`src/rtl/klavye_kontrolcu_gen2.sv`:
```
// klavye_kontrolcu_gen2 -- PS/2 set-2 scan code to ASCII converter with output FIFO.
//   Decodes key codes (letters, digits, space, enter, keypad under num-lock),
//   tracks shift level plus caps/num lock toggles, and queues ASCII characters
//   into a FIFO read by a valid/ready consumer.
// Optional feature: define KLAVYE_AUTO_REPEAT_EN to enable held-key auto-repeat.
// Ports:
//   clk, rst_n                    clock, asynchronous active-low reset
//   buton_aktif, buton_giris      key code valid level and scan code
//   kontrol_aktif, kontrol_giris  control code valid level and scan code
//   cikis_hazir                   consumer ready (pops head when cikis_aktif=1)
//   tasma_temizle                 clears sticky overflow flag
//   caps_lock, num_lock           lock states
//   cikis_aktif, cikis            FIFO non-empty and head character (0 when empty)
//   doluluk                       FIFO occupancy
//   tasma                         sticky overflow flag
module klavye_kontrolcu_gen2 #(
  parameter int unsigned FIFO_DEPTH    = 8,
  parameter int unsigned REPEAT_DELAY  = 50,
  parameter int unsigned REPEAT_PERIOD = 10
) (
  input  logic                          clk,
  input  logic                          rst_n,
  input  logic                          buton_aktif,
  input  logic [7:0]                    buton_giris,
  input  logic                          kontrol_aktif,
  input  logic [7:0]                    kontrol_giris,
  input  logic                          cikis_hazir,
  input  logic                          tasma_temizle,
  output logic                          caps_lock,
  output logic                          num_lock,
  output logic                          cikis_aktif,
  output logic [7:0]                    cikis,
  output logic [$clog2(FIFO_DEPTH):0]   doluluk,
  output logic                          tasma
);

  localparam int unsigned AW = $clog2(FIFO_DEPTH);
  localparam int unsigned CW = AW + 1;

  // Scan code to ASCII; bit 8 flags a valid mapping under current lock/shift state.
  function automatic logic [8:0] f_map(input logic [7:0] code, input logic upper,
                                       input logic num_on);
    logic [7:0] ch;
    ch = 8'h00;
    case (code)
      8'h1C: ch = "a";  8'h32: ch = "b";  8'h21: ch = "c";  8'h23: ch = "d";
      8'h24: ch = "e";  8'h2B: ch = "f";  8'h34: ch = "g";  8'h33: ch = "h";
      8'h43: ch = "i";  8'h3B: ch = "j";  8'h42: ch = "k";  8'h4B: ch = "l";
      8'h3A: ch = "m";  8'h31: ch = "n";  8'h44: ch = "o";  8'h4D: ch = "p";
      8'h15: ch = "q";  8'h2D: ch = "r";  8'h1B: ch = "s";  8'h2C: ch = "t";
      8'h3C: ch = "u";  8'h2A: ch = "v";  8'h1D: ch = "w";  8'h22: ch = "x";
      8'h35: ch = "y";  8'h1A: ch = "z";
      8'h45: ch = "0";  8'h16: ch = "1";  8'h1E: ch = "2";  8'h26: ch = "3";
      8'h25: ch = "4";  8'h2E: ch = "5";  8'h36: ch = "6";  8'h3D: ch = "7";
      8'h3E: ch = "8";  8'h46: ch = "9";
      8'h29: ch = 8'h20;
      8'h5A: ch = 8'h0D;
      8'h70: ch = num_on ? "0" : 8'h00;  8'h69: ch = num_on ? "1" : 8'h00;
      8'h72: ch = num_on ? "2" : 8'h00;  8'h7A: ch = num_on ? "3" : 8'h00;
      8'h6B: ch = num_on ? "4" : 8'h00;  8'h73: ch = num_on ? "5" : 8'h00;
      8'h74: ch = num_on ? "6" : 8'h00;  8'h6C: ch = num_on ? "7" : 8'h00;
      8'h75: ch = num_on ? "8" : 8'h00;  8'h7D: ch = num_on ? "9" : 8'h00;
      default: ch = 8'h00;
    endcase
    if (upper && ch >= "a" && ch <= "z") ch = ch - 8'h20;
    return {(ch != 8'h00), ch};
  endfunction

  logic            r_prev_aktif;
  logic [7:0]      r_prev_code;
  logic            r_caps_det, r_num_det;
  logic            r_caps, r_num;
  logic            r_evt_vld;
  logic [7:0]      r_evt_chr;
  logic [7:0]      r_mem [FIFO_DEPTH];
  logic [AW-1:0]   r_wr, r_rd;
  logic [CW-1:0]   r_count;
  logic            r_cikis_aktif;
  logic [7:0]      r_cikis;
  logic            r_tasma;

  logic            w_shift, w_caps_det, w_num_det, w_hold, w_press, w_evt;
  logic [8:0]      w_map;

  // Key decode uses the lock values held before this sample's toggle.
  assign w_shift    = kontrol_aktif && (kontrol_giris == 8'h12 || kontrol_giris == 8'h59);
  assign w_caps_det = kontrol_aktif && (kontrol_giris == 8'h58);
  assign w_num_det  = kontrol_aktif && (kontrol_giris == 8'h77);
  assign w_map      = f_map(buton_giris, w_shift ^ r_caps, r_num);
  assign w_hold     = buton_aktif && r_prev_aktif && (buton_giris == r_prev_code);
  assign w_press    = buton_aktif && w_map[8] && !w_hold;

`ifdef KLAVYE_AUTO_REPEAT_EN
  localparam int unsigned RMAX = (REPEAT_DELAY > REPEAT_PERIOD) ? REPEAT_DELAY : REPEAT_PERIOD;
  localparam int unsigned RW   = $clog2(RMAX + 1);

  typedef enum logic [1:0] {BOS, BEKLE, TEKRAR} rpt_e;
  rpt_e            r_state, w_state_nxt;
  logic [RW-1:0]   r_rcnt, w_rcnt_nxt;
  logic            w_rpt;

  // Repeat state register.
  always_ff @(posedge clk or negedge rst_n) begin
    if (!rst_n) begin
      r_state <= BOS;
      r_rcnt  <= '0;
    end else begin
      r_state <= w_state_nxt;
      r_rcnt  <= w_rcnt_nxt;
    end
  end

  // Repeat next-state: counts held samples since press / last repeat.
  always_comb begin
    w_state_nxt = r_state;
    w_rcnt_nxt  = r_rcnt;
    w_rpt       = 1'b0;
    case (r_state)
      BOS: begin
        if (w_press) begin
          w_state_nxt = BEKLE;
          w_rcnt_nxt  = '0;
        end
      end
      BEKLE, TEKRAR: begin
        if (!w_hold) begin
          w_state_nxt = w_press ? BEKLE : BOS;
          w_rcnt_nxt  = '0;
        end else if (r_rcnt == RW'((r_state == BEKLE) ? REPEAT_DELAY - 1 : REPEAT_PERIOD - 1)) begin
          w_state_nxt = TEKRAR;
          w_rcnt_nxt  = '0;
          w_rpt       = w_map[8];
        end else begin
          w_rcnt_nxt  = r_rcnt + 1'b1;
        end
      end
      default: w_state_nxt = BOS;
    endcase
  end

  assign w_evt = w_press || w_rpt;
`else
  assign w_evt = w_press;
`endif

  // Input sampling, lock toggles and event stage.
  always_ff @(posedge clk or negedge rst_n) begin
    if (!rst_n) begin
      r_prev_aktif <= 1'b0;
      r_prev_code  <= 8'h00;
      r_caps_det   <= 1'b0;
      r_num_det    <= 1'b0;
      r_caps       <= 1'b0;
      r_num        <= 1'b0;
      r_evt_vld    <= 1'b0;
      r_evt_chr    <= 8'h00;
    end else begin
      r_prev_aktif <= buton_aktif;
      r_prev_code  <= buton_giris;
      r_caps_det   <= w_caps_det;
      r_num_det    <= w_num_det;
      if (w_caps_det && !r_caps_det) r_caps <= !r_caps;
      if (w_num_det && !r_num_det)   r_num  <= !r_num;
      r_evt_vld    <= w_evt;
      r_evt_chr    <= w_map[7:0];
    end
  end

  logic            w_pop, w_full, w_wr, w_ovf;
  logic [AW-1:0]   w_rd_nxt;
  logic [CW-1:0]   w_count_nxt;
  logic [7:0]      w_head_nxt;

  // A full FIFO still accepts a write when the head leaves in the same cycle.
  assign w_pop       = r_cikis_aktif && cikis_hazir;
  assign w_full      = (r_count == CW'(FIFO_DEPTH));
  assign w_wr        = r_evt_vld && (!w_full || w_pop);
  assign w_ovf       = r_evt_vld && w_full && !w_pop;
  assign w_rd_nxt    = w_pop ? r_rd + 1'b1 : r_rd;
  assign w_count_nxt = r_count + CW'(w_wr) - CW'(w_pop);
  // The new entry becomes the head when it lands at the next read slot.
  assign w_head_nxt  = (w_wr && (r_wr == w_rd_nxt)) ? r_evt_chr : r_mem[w_rd_nxt];

  // FIFO storage (data only, no reset needed).
  always_ff @(posedge clk) begin
    if (w_wr) r_mem[r_wr] <= r_evt_chr;
  end

  // FIFO control and registered outputs.
  always_ff @(posedge clk or negedge rst_n) begin
    if (!rst_n) begin
      r_wr          <= '0;
      r_rd          <= '0;
      r_count       <= '0;
      r_cikis_aktif <= 1'b0;
      r_cikis       <= 8'h00;
      r_tasma       <= 1'b0;
    end else begin
      if (w_wr) r_wr <= r_wr + 1'b1;
      r_rd          <= w_rd_nxt;
      r_count       <= w_count_nxt;
      r_cikis_aktif <= (w_count_nxt != '0);
      r_cikis       <= (w_count_nxt != '0) ? w_head_nxt : 8'h00;
      if (w_ovf)              r_tasma <= 1'b1;
      else if (tasma_temizle) r_tasma <= 1'b0;
    end
  end

  assign caps_lock   = r_caps;
  assign num_lock    = r_num;
  assign cikis_aktif = r_cikis_aktif;
  assign cikis       = r_cikis;
  assign doluluk     = r_count;
  assign tasma       = r_tasma;

endmodule

```
`config.mk`:
```
export PLATFORM = sky130hd
export DESIGN_NAME = klavye_kontrolcu_gen2
export DESIGN_NICKNAME = d
export VERILOG_FILES = /design/src/rtl/klavye_kontrolcu_gen2.sv
export SDC_FILE = /design/constraint.sdc
export NUM_CORES = 1
export LEC_CHECK = 0
export ABC_AREA = 1
export BUFFER_PORTS_ARGS = -buffer_cell sky130_fd_sc_hd__buf_2
export CORE_ASPECT_RATIO = 0.75
export CORE_UTILIZATION = 60
export DETAILED_ROUTE_END_ITERATION = 10
export GPL_TIMING_DRIVEN = 0
export PLACE_DENSITY = 0.76
export SLEW_MARGIN = 5
export SYNTH_ARGS = -nofsm -noshare
export SYNTH_HDL_FRONTEND = slang
export SYNTH_SLANG_ARGS = --single-unit
```
`constraint.sdc`:
```
create_clock -name clk -period 2.8 [get_ports clk]
set_clock_uncertainty 0.15 [all_clocks]
set_input_delay 0.56 -clock clk [delete_from_list [all_inputs] [get_ports clk]]
set_output_delay 0.56 -clock clk [all_outputs]
set_load 0.01 [all_outputs]
```
== After elaboration in Yosys (flattened, before gate mapping) ==
Memories as Yosys holds them, arrays and structs flattened.
Cells that the tools add are included.
Storage, ports and cells
  bits in registers: 42
  memory bits (writable): 64
  output and inout port bits: 16
  memories: 1
Memories
  r_mem: words 8, width 8, read ports 1, clocked after memory_dff 0, write ports 1, RTL line 75  | logic [7:0] r_mem [FIFO_DEPTH];
Cells by class
  add/sub/neg operators: 5
  $lt $le $gt $ge: 2
  eq/ne operators: 55
  multiplexer cells: 19
  bitwise operators: 1
  reduce and logical (&&, ||, !) cells: 28
Operator list (number)
  $pmux 7 s48: 1
  $eq 8x6->1 const B: 23
  $eq 8x7->1 const B: 21
  $eq 8x5->1 const B: 8
  $mux 6: 10
  $mux 8: 3
  $logic_and 1x1->1: 16
  $eq 8x8->1: 1
  $ge 8x7->1 const B: 1
  $le 8x7->1 const B: 1
  $reduce_bool 8->1: 1
  $sub 8x6->8 const B: 1
  $logic_not 1->1: 7
  $add 3x1->3 const B: 2
  $add 4x1->4: 1
  $eq 4x4->1 const B: 1
  $mux 1: 4
  $reduce_bool 4->1: 1
  $sub 4x1->4: 1
  $eq 3x3->1: 1
  $mux 3: 1
  $logic_or 1x1->1: 2
  $reduce_bool 2->1: 1
  $xor 1x1->1: 1

== Depth between registers and ports, before layout ==
Gate-level depths: netlist of run 1.
  depth in word-level cells: 10
  mapped depth: 16
  depth with buffers taken out: 16

== Worst setup path before layout of run 1 ==
OpenSTA, ideal clock, no wires.
  kind: input port to flip-flop
  start point: in cikis_hazir
  end point: reg r_cikis[0] (netlist: cikis[0])
  library setup time: 0.072 ns
  arrival: 2.399 ns
  path slack: 0.179 ns
  cell stages on the path: 15
  cells stage by stage: nand2_2 inv_2 nor2_1 inv_1 nand2_1 ha_1 inv_1 ha_1 inv_1 fa_1 xnor2_1 nor2_1 nand2_1 o21ai_0 nor2_1
Between the ends
  cells in the longest elaborated chain, start to end: 7
Ends and longest elaborated chain
  start: declaration: RTL line 27  | input logic cikis_hazir,
  $logic_and 1x1->1 *: RTL line 175  | assign w_pop = r_cikis_aktif && cikis_hazir;
  $logic_or 1x1->1: RTL line 177  | assign w_wr = r_evt_vld && (!w_full || w_pop);
  $logic_and 1x1->1: RTL line 177
  $add 4x1->4: RTL line 180  | assign w_count_nxt = r_count + CW'(w_wr) - CW'(w_pop);
  $sub 4x1->4 *: RTL line 180
  via w_count_nxt[2]: RTL line 171  | logic [CW-1:0] w_count_nxt;
  $reduce_bool 4->1 *: RTL line 203  | r_cikis <= (w_count_nxt != '0) ? w_head_nxt : 8'h00;
  $mux 8 *: RTL line 203
  end signal: assignment: RTL line 203
  end: declaration: RTL line 79  | logic [7:0] r_cikis;
The timed path passes the listed nets; every way through them passes the cells marked *.
A chain may end at the register's enable or synchronous reset.

== Worst setup path after layout of run 1 ==
  start point: reg r_count[2] (netlist: doluluk[2])
  end point: reg r_cikis[2] (netlist: cikis[2])
Between the ends
  cells in the longest elaborated chain, start to end: 8
Ends and longest elaborated chain
  start: declaration: RTL line 77  | logic [CW-1:0] r_count;
  start signal: assignment: RTL line 201  | r_count <= w_count_nxt;
  $eq 4x4->1: RTL line 176  | assign w_full = (r_count == CW'(FIFO_DEPTH));
  $logic_not 1->1: RTL line 177
  $logic_or 1x1->1: RTL line 177
  $logic_and 1x1->1: RTL line 177
  $add 4x1->4 *: RTL line 180
  $sub 4x1->4 *: RTL line 180
  via w_count_nxt[2]: RTL line 171
  $reduce_bool 4->1 *: RTL line 203
  $mux 8 *: RTL line 203
Marked as above.

==> results of run 1 <==
## metal layers
| metal | up-vias | track usage |
|---|---|---|
| met1 | 2001 | 0.455 |
| met2 | 240 | 0.413 |
| met3 | 17 | 0.0926 |
| met4 | 0 | 0.0680 |
| met5 | - | 0 |
| li1 | 2047 | - |
## cell usage in the layout, fill, tap and decap left out, types with 3 or more instances in the layout
cell type  instances
nand2_2            6
o21ai_2            3
inv_2             14
nand3_1           58
nor2_1            85
xor2_1             5
inv_8              3
clkbuf_1           3
clkbuf_16          9
o21a_1             8
inv_1             38
dfrtp_1           41
nand2_1          172
o21ai_0           13
edfxtp_1          64
ha_1               5
a21oi_1           20
buf_4              5
nand4_1            6
buf_2             45
ha_4               3
nor2_2             7
## logic make-up after synthesis
logic type / after synthesis
simple gates: 344
fa+ha+maj: 9
compound gates: 56
buf+inv: 64
xor+xnor: 8
flops: 106
## power groups by stage
stage,sequential [uW],clock (uW),combinational [uW]
floorplan,2070,0,1060
global placement,2040,0,1580
detailed placement,2050,0,1620
CTS,2020,1210,1690
global route,2050,1280,2160
finish,2030,1200,1950
## critical path: stages (launching register included)
cell and delay [ns]:
dfrtp_1 0.39, inv_2 0.08, ha_4 0.12, nand2_2 0.05, nor2_2 0.11, inv_1 0.06
nand2_2 0.10, ha_4 0.20, inv_2 0.06, ha_4 0.12, inv_2 0.04, fa_2 0.37
xnor2_2 0.20, nor2_2 0.07, nand2_2 0.15, buf_6 0.12, o21ai_2 0.04, nor2_1 0.15
## state kept, by name (all words and copies together) (netlist names)
| register | flops |
|---|---|
| cikis_aktif | 1 |
| r_rd | 3 |
| r_mem | 64 |
| r_wr | 3 |
| r_prev_code | 8 |
| cikis | 8 |
| doluluk | 4 |
| r_evt_vld | 1 |
| r_evt_chr | 8 |
| num_lock | 1 |
| caps_lock | 1 |
| r_caps_det | 1 |
| r_prev_aktif | 1 |
| tasma | 1 |
| r_num_det | 1 |
## cell type report
type / count / share of cell area
buffer: 11 / 0.00866
clock buffer: 9 / 0.0380
clock inverter: 7 / 0.0103
inverter: 53 / 0.0336
multi-input combinational: 417 / 0.344
sequential: 106 / 0.502
tap: 105 / 0.0222
timing repair buffer: 44 / 0.0414
## how the worst max path moves through the flow
stage | from | end | slack, ns | depth (start not counted)
after floorplan | cikis_hazir | cikis[0] | 0.18 | 15
after global placement | cikis_hazir | cikis[2] | -0.27 | 16
after detailed placement | cikis_hazir | cikis[1] | -0.36 | 16
after CTS | doluluk[2] | cikis[1] | 0.003 | 16
after global routing | doluluk[2] | cikis[2] | -0.04 | 17
final | doluluk[2] | cikis[2] | 0.12 | 17
## per-stage QoR
step	utilization	worst slack, ns	setup TNS (ns)	hold slack (ns)
after global placement	0.677	-0.272	-1.89	0.328
final	0.729	0.124	0	0.182
after CTS	0.714	0.00261	0	0.174
after detailed placement	0.677	-0.361	-2.75	0.329
after floorplan	-	0.179	0	0.114
after global routing	0.729	-0.0420	-0.0764	0.168
## repair_timing
| item | 4_1_cts | 5_1_grt |
|---|---|---|
| endpoints found under the setup margin | 8 | 8 |
| pin swaps | 0 | 12 |
| resized for setup | 3 | 25 |
| endpoints found under the hold margin | 0 | 0 |
| buffers inserted | 0 | 7 |
==> results.json, run 1 <==
{
  "status": "finished clean",
  "tritoncts": "built",
  "total_power_uw": 5190,
  "nets": 673,
  "syn_inst": 587,
  "routed_wl_um": 12800,
  "die_area_um2": 9030,
  "synth_top_area_frac": 0.370,
  "dr_wl_met2_um": 5250,
  "final_max_slew_viol_count": 0,
  "antenna_found_initial": 0,
  "p_clk_frac": 0.232,
  "syn_area_um2": 5190,
  "worstMarginPinSlew_ns": 0.965,
  "clk-insertion-delay-late_ns": 0.35,
  "via_count": 4305,
  "p_sw_uw": 1940,
  "path_clk_slew_ns": 0.07,
  "post_drt_wl_per_cell_um": 17.0,
  "routed.top_layer": "met4",
  "hold_end": "r_prev_aktif",
  "fmax_mhz": 374,
  "dp_cells": 729,
  "synth-compound-area-share": 0.0649,
  "wl_met3_um": 1490,
  "gp_congestion": 0.949,
  "htree_levels": 3,
  "synth.avg_cell_area_um2": 8.84,
  "ant_nets": 0,
  "die_w_um": 109,
  "cap_violations": 0,
  "power_frac_comb": 0.377,
  "grt_max_degree": 43,
  "met1_length_um": 5890,
  "clkSinkCount": 106,
  "drt_pass1_iterations": 6,
  "switching_share": 0.374,
  "syn-num-nets": 618,
  "worstHoldStart": "buton_aktif",
  "clock_path_buffers": 2,
  "p_per_area_nw_per_um2": 875,
  "crit_type": "flop to flop",
  "reg2reg_depth": 17,
  "rrSetupSlack_ns": 0.12,
  "synth_top_family_by_area": "simple AND/OR/NAND/NOR gates",
  "fillCellCount": 593,
  "dp_hpwl_um": 9140,
  "synth_fa_ha_area_frac": 0.0231,
  "syn_to_final_growth_pct": 14.2,
  "r2r_start": "doluluk[2]",
  "core_um2": 8130,
  "worstPathRequired_ns": 2.91,
  "final_area_um2": 5930,
  "drive_gt1_frac": 0.172,
  "start_util": 0.638,
  "power.internal_uw": 3250,
  "finalSetupViolCount": 0,
  "synthSimpleGateAreaFrac": 0.277,
  "end_kind": "flop",
  "grt_overflow": 0,
  "stdcell_count": 752,
  "synthXorXnorAreaFrac": 0.0135,
  "synth_area_leader_cell": "edfxtp_1",
  "relSlewSlack": 0.357,
  "hold_depth": 1,
  "grt_first_pass_wirelength_um": 19300,
  "synthMuxAreaShare": 0,
  "cts-root-buf": "clkbuf_16",
  "period_share": 0.956,
  "cp.arrival_ns": 2.79,
  "ctsHoldBuffers": 0,
  "synthArstFlopShare": 0.396,
  "ys_top_cells_by_count": "nand2_1 (175), nor2_1 (88), edfxtp_1 (64)",
  "yosysUniqueCellTypes": 37,
  "place_area_um2": 5510,
  "vias_per_cell": 5.72,
  "yosys_warnings": 0,
  "row_count": 28,
  "ys_seq_area_frac": 0.573,
  "synth_top_flop_cell": "edfxtp_1",
  "ys_ff_latch": 106,
  "synth_edf_count": 64,
  "grt_use_total": 0.298,
  "drt_iter0_drc": 389,
  "n_antenna_cell": 0,
  "chipHeight_um": 82.5,
  "start_kind": "flop",
  "hold_viol_final": 0,
  "multi_input_area_um2": 2040,
  "regArea_um2": 2970,
  "path_max_fanout": 6,
  "r2r-end": "cikis[2]",
  "fin_crit_ns": 2.68,
  "min_path_type": "input port to flop",
  "grt_pass1_vias": 3674,
  "cts_buffers": 9,
  "io-pin-count": 38,
  "yosysMostFrequentCell": "nand2_1",
  "synth_area_leaders": "edfxtp_1 (37%), dfrtp_1 (20%), nand2_1 (13%), nor2_1 (6.4%), nand3_1 (5.6%)",
  "seqPwrFrac": 0.392,
  "portBuffers": 37,
  "power_leakage_uw": 0.00272,
  "peakVddDrop_mv": 0.810,
  "route.detailed.drc": 0
}
Power figures use the tool's default switching activity.
==> run 2, diff against run 1 <==
- ABC_AREA: 1 -> 0
==> run 2 against run 1 <==
Effect of this change: the run now ends with setup timing left; flip-flop and latch count is the same; final cell count shrank 22%; sequential share of layout area is 2.2 points lower; largest power group is now combinational cells.
==> results.json, run 2 <==
{
  "antenna_found_initial": 0,
  "relSlewSlack": 0.333,
  "drt_iter0_drc": 429,
  "die_area_um2": 9210,
  "n_antenna_cell": 0,
  "hold_end": "r_prev_code[0]",
  "yosysUniqueCellTypes": 71,
  "largest_register_ffs": 64,
  "ys_ff_latch": 106,
  "start_util": 0.621,
  "reg2reg_depth": 13,
  "clock_path_buffers": 2,
  "syn_to_final_growth_pct": 17.2,
  "synth_top_area_frac": 0.363,
  "fin_crit_ns": 2.80,
  "synth.avg_cell_area_um2": 12.8,
  "holdWs_ns": 0.187,
  "period_share": 1.00,
  "fmax_mhz": 357,
  "grt_pass1_vias": 3597,
  "yosysMostFrequentCell": "edfxtp_1",
  "htree_levels": 3,
  "worstPathRequired_ns": 2.85,
  "end_kind": "flop",
  "synth_top_flop_cell": "edfxtp_1",
  "row_count": 29,
  "syn_area_um2": 5300,
  "vias_per_cell": 6.48,
  "syn_inst": 413,
  "ys_top_cells_by_count": "edfxtp_1 (64), dfrtp_1 (42), nand2_1 (28)",
  "hold_viol_final": 0,
  "post_drt_wl_per_cell_um": 21.6,
  "layout_common_cells": "edfxtp_1 (64), buf_2 (46), dfrtp_1 (40)",
  "crit_type": "flop to flop",
  "die_w_um": 111,
  "dp_hpwl_um": 8630,
  "synth_area_leader_cell": "edfxtp_1",
  "status": "finished with violations",
  "rsz0062_at_grt": "yes",
  "cts-root-buf": "clkbuf_16",
  "worstHoldStart": "buton_giris[0]",
  "power_leakage_uw": 0.00239,
  "drive_gt1_frac": 0.294,
  "via_count": 3793,
  "io-pin-count": 38,
  "utilization": 0.728,
  "hold_depth": 1,
  "chipHeight_um": 83.4,
  "syn-num-nets": 444,
  "nets": 503,
  "peakVddDrop_mv": 1.08,
  "setup_tns_ns": -0.00428,
  "final_max_slew_viol_count": 0,
  "start_kind": "flop",
  "ctsHoldBuffers": 0,
  "grt_first_pass_wirelength_um": 19400,
  "violations": "setup timing",
  "grt_use_total": 0.278,
  "cts_buffers": 9,
  "cap_violations": 0,
  "fillCellCount": 570,
  "route.detailed.drc": 0,
  "setup_slack_ns": -0.00428,
  "path_max_fanout": 4,
  "core_um2": 8530,
  "final_common_cell": "edfxtp_1",
  "ant_nets": 0,
  "worstMarginPinSlew_ns": 1.00,
  "grt_max_degree": 43,
  "rrSetupSlack_ns": -0.004,
  "drt_pass1_iterations": 5,
  "r2r_start": "doluluk[3]",
  "grt_overflow": 0,
  "yosys_warnings": 0,
  "portBuffers": 37,
  "path_clk_slew_ns": 0.07,
  "r2r-end": "cikis[4]",
  "routed_wl_um": 12600,
  "synthArstFlopShare": 0.396,
  "p_per_area_nw_per_um2": 885,
  "min_path_type": "input port to flop",
  "ys_seq_area_frac": 0.561,
  "tritoncts": "built",
  "gp_congestion": 0.976,
  "synth_edf_count": 64,
  "finalSetupViolCount": 1,
  "largest_register": "r_mem",
  "clk-insertion-delay-late_ns": 0.34,
  "cp.arrival_ns": 2.85,
  "synth_area_leaders": "edfxtp_1 (36%), dfrtp_1 (20%), mux4_2 (6.0%), nand2_1 (2.0%), xor2_1 (2.0%)",
  "pre_cts_ws_ns": -0.565,
  "clkSinkCount": 106
}
-- run 2: metrics by stage --
| stage | total power [uW] | area, um^2 | std cells |
|---|---|---|---|
| 6_report | 5490 | 6210 | 585 |
| 3_3_place_gp | 3850 | 5670 | 558 |
| 3_5_place_dp | 3890 | 5690 | 559 |
| 2_1_floorplan | 3390 | 5350 | 413 |
| 5_1_grt | 5770 | 6210 | 585 |
| 4_1_cts | 5310 | 6060 | 577 |
-- run 2: worst max-delay path by stage --
stage,start,to,slack [ns]
after floorplan,doluluk[2],cikis[6],-0.03
after global placement,cikis_hazir,r_mem[0][2],-0.54
after detailed placement,cikis_hazir,cikis[6],-0.56
after CTS,doluluk[3],cikis[6],0.007
after global routing,doluluk[3],cikis[6],-0.08
final,doluluk[3],cikis[4],-0.004
-- run 2: layout make-up --
type / instances / area [um^2] / area share
flip-flops and latches: 106 / 2980 / 0.479
plain buffers: 26 / 159 / 0.0256
multi-input cells: 264 / 2280 / 0.368
clock inverters: 5 / 63.8 / 0.0103
clock buffers: 11 / 254 / 0.0409
well taps: 108 / 135 / 0.0218
inverters: 18 / 70.1 / 0.0113
repair buffers: 47 / 268 / 0.0431
-- run 2: timing repair --
item | 4_1_cts | 5_1_grt
pin swaps | 2 | 3
resized for setup | 9 | 16
gates cloned | 0 | 2
setup endpoints to repair | 9 | 11
buffers inserted | 2 | 6
-- run 2: critical path, stage by stage (launching register included) --
cell	delay, ns
dfrtp_1	0.41
ha_4	0.18
a31oi_4	0.18
inv_4	0.06
ha_4	0.21
inv_2	0.06
ha_4	0.13
inv_2	0.04
fa_2	0.54
inv_2	0.06
nor4_4	0.30
buf_4	0.17
buf_6	0.13
a311oi_4	0.05
-- run 2: per-layer routing --
| layer | vias up | GRT usage | wire length (um) |
|---|---|---|---|
| li1 | 1685 | - | - |
| met1 | 1879 | 0.420 | 5610 |
| met2 | 220 | 0.393 | 5550 |
| met3 | 9 | 0.0869 | 1360 |
| met4 | 0 | 0.0691 | 112 |
| met5 | - | 0 | 0 |
-- run 2: cells by family after synthesis --
group | count (synthesis) | share of synthesized area
simple gates | 138 | 0.158
fa+ha+maj | 9 | 0.0227
mux | 21 | 0.0756
buf+inv | 44 | 0.0425
compound gates | 71 | 0.0975
flops | 106 | 0.561
xor+xnor | 24 | 0.0425
-- run 2: power by group --
group	switching [uW]	internal, uW	total, uW
registers	133	1880	2010
clock network	564	758	1320
logic	1170	990	2160
total	1860	3630	5490
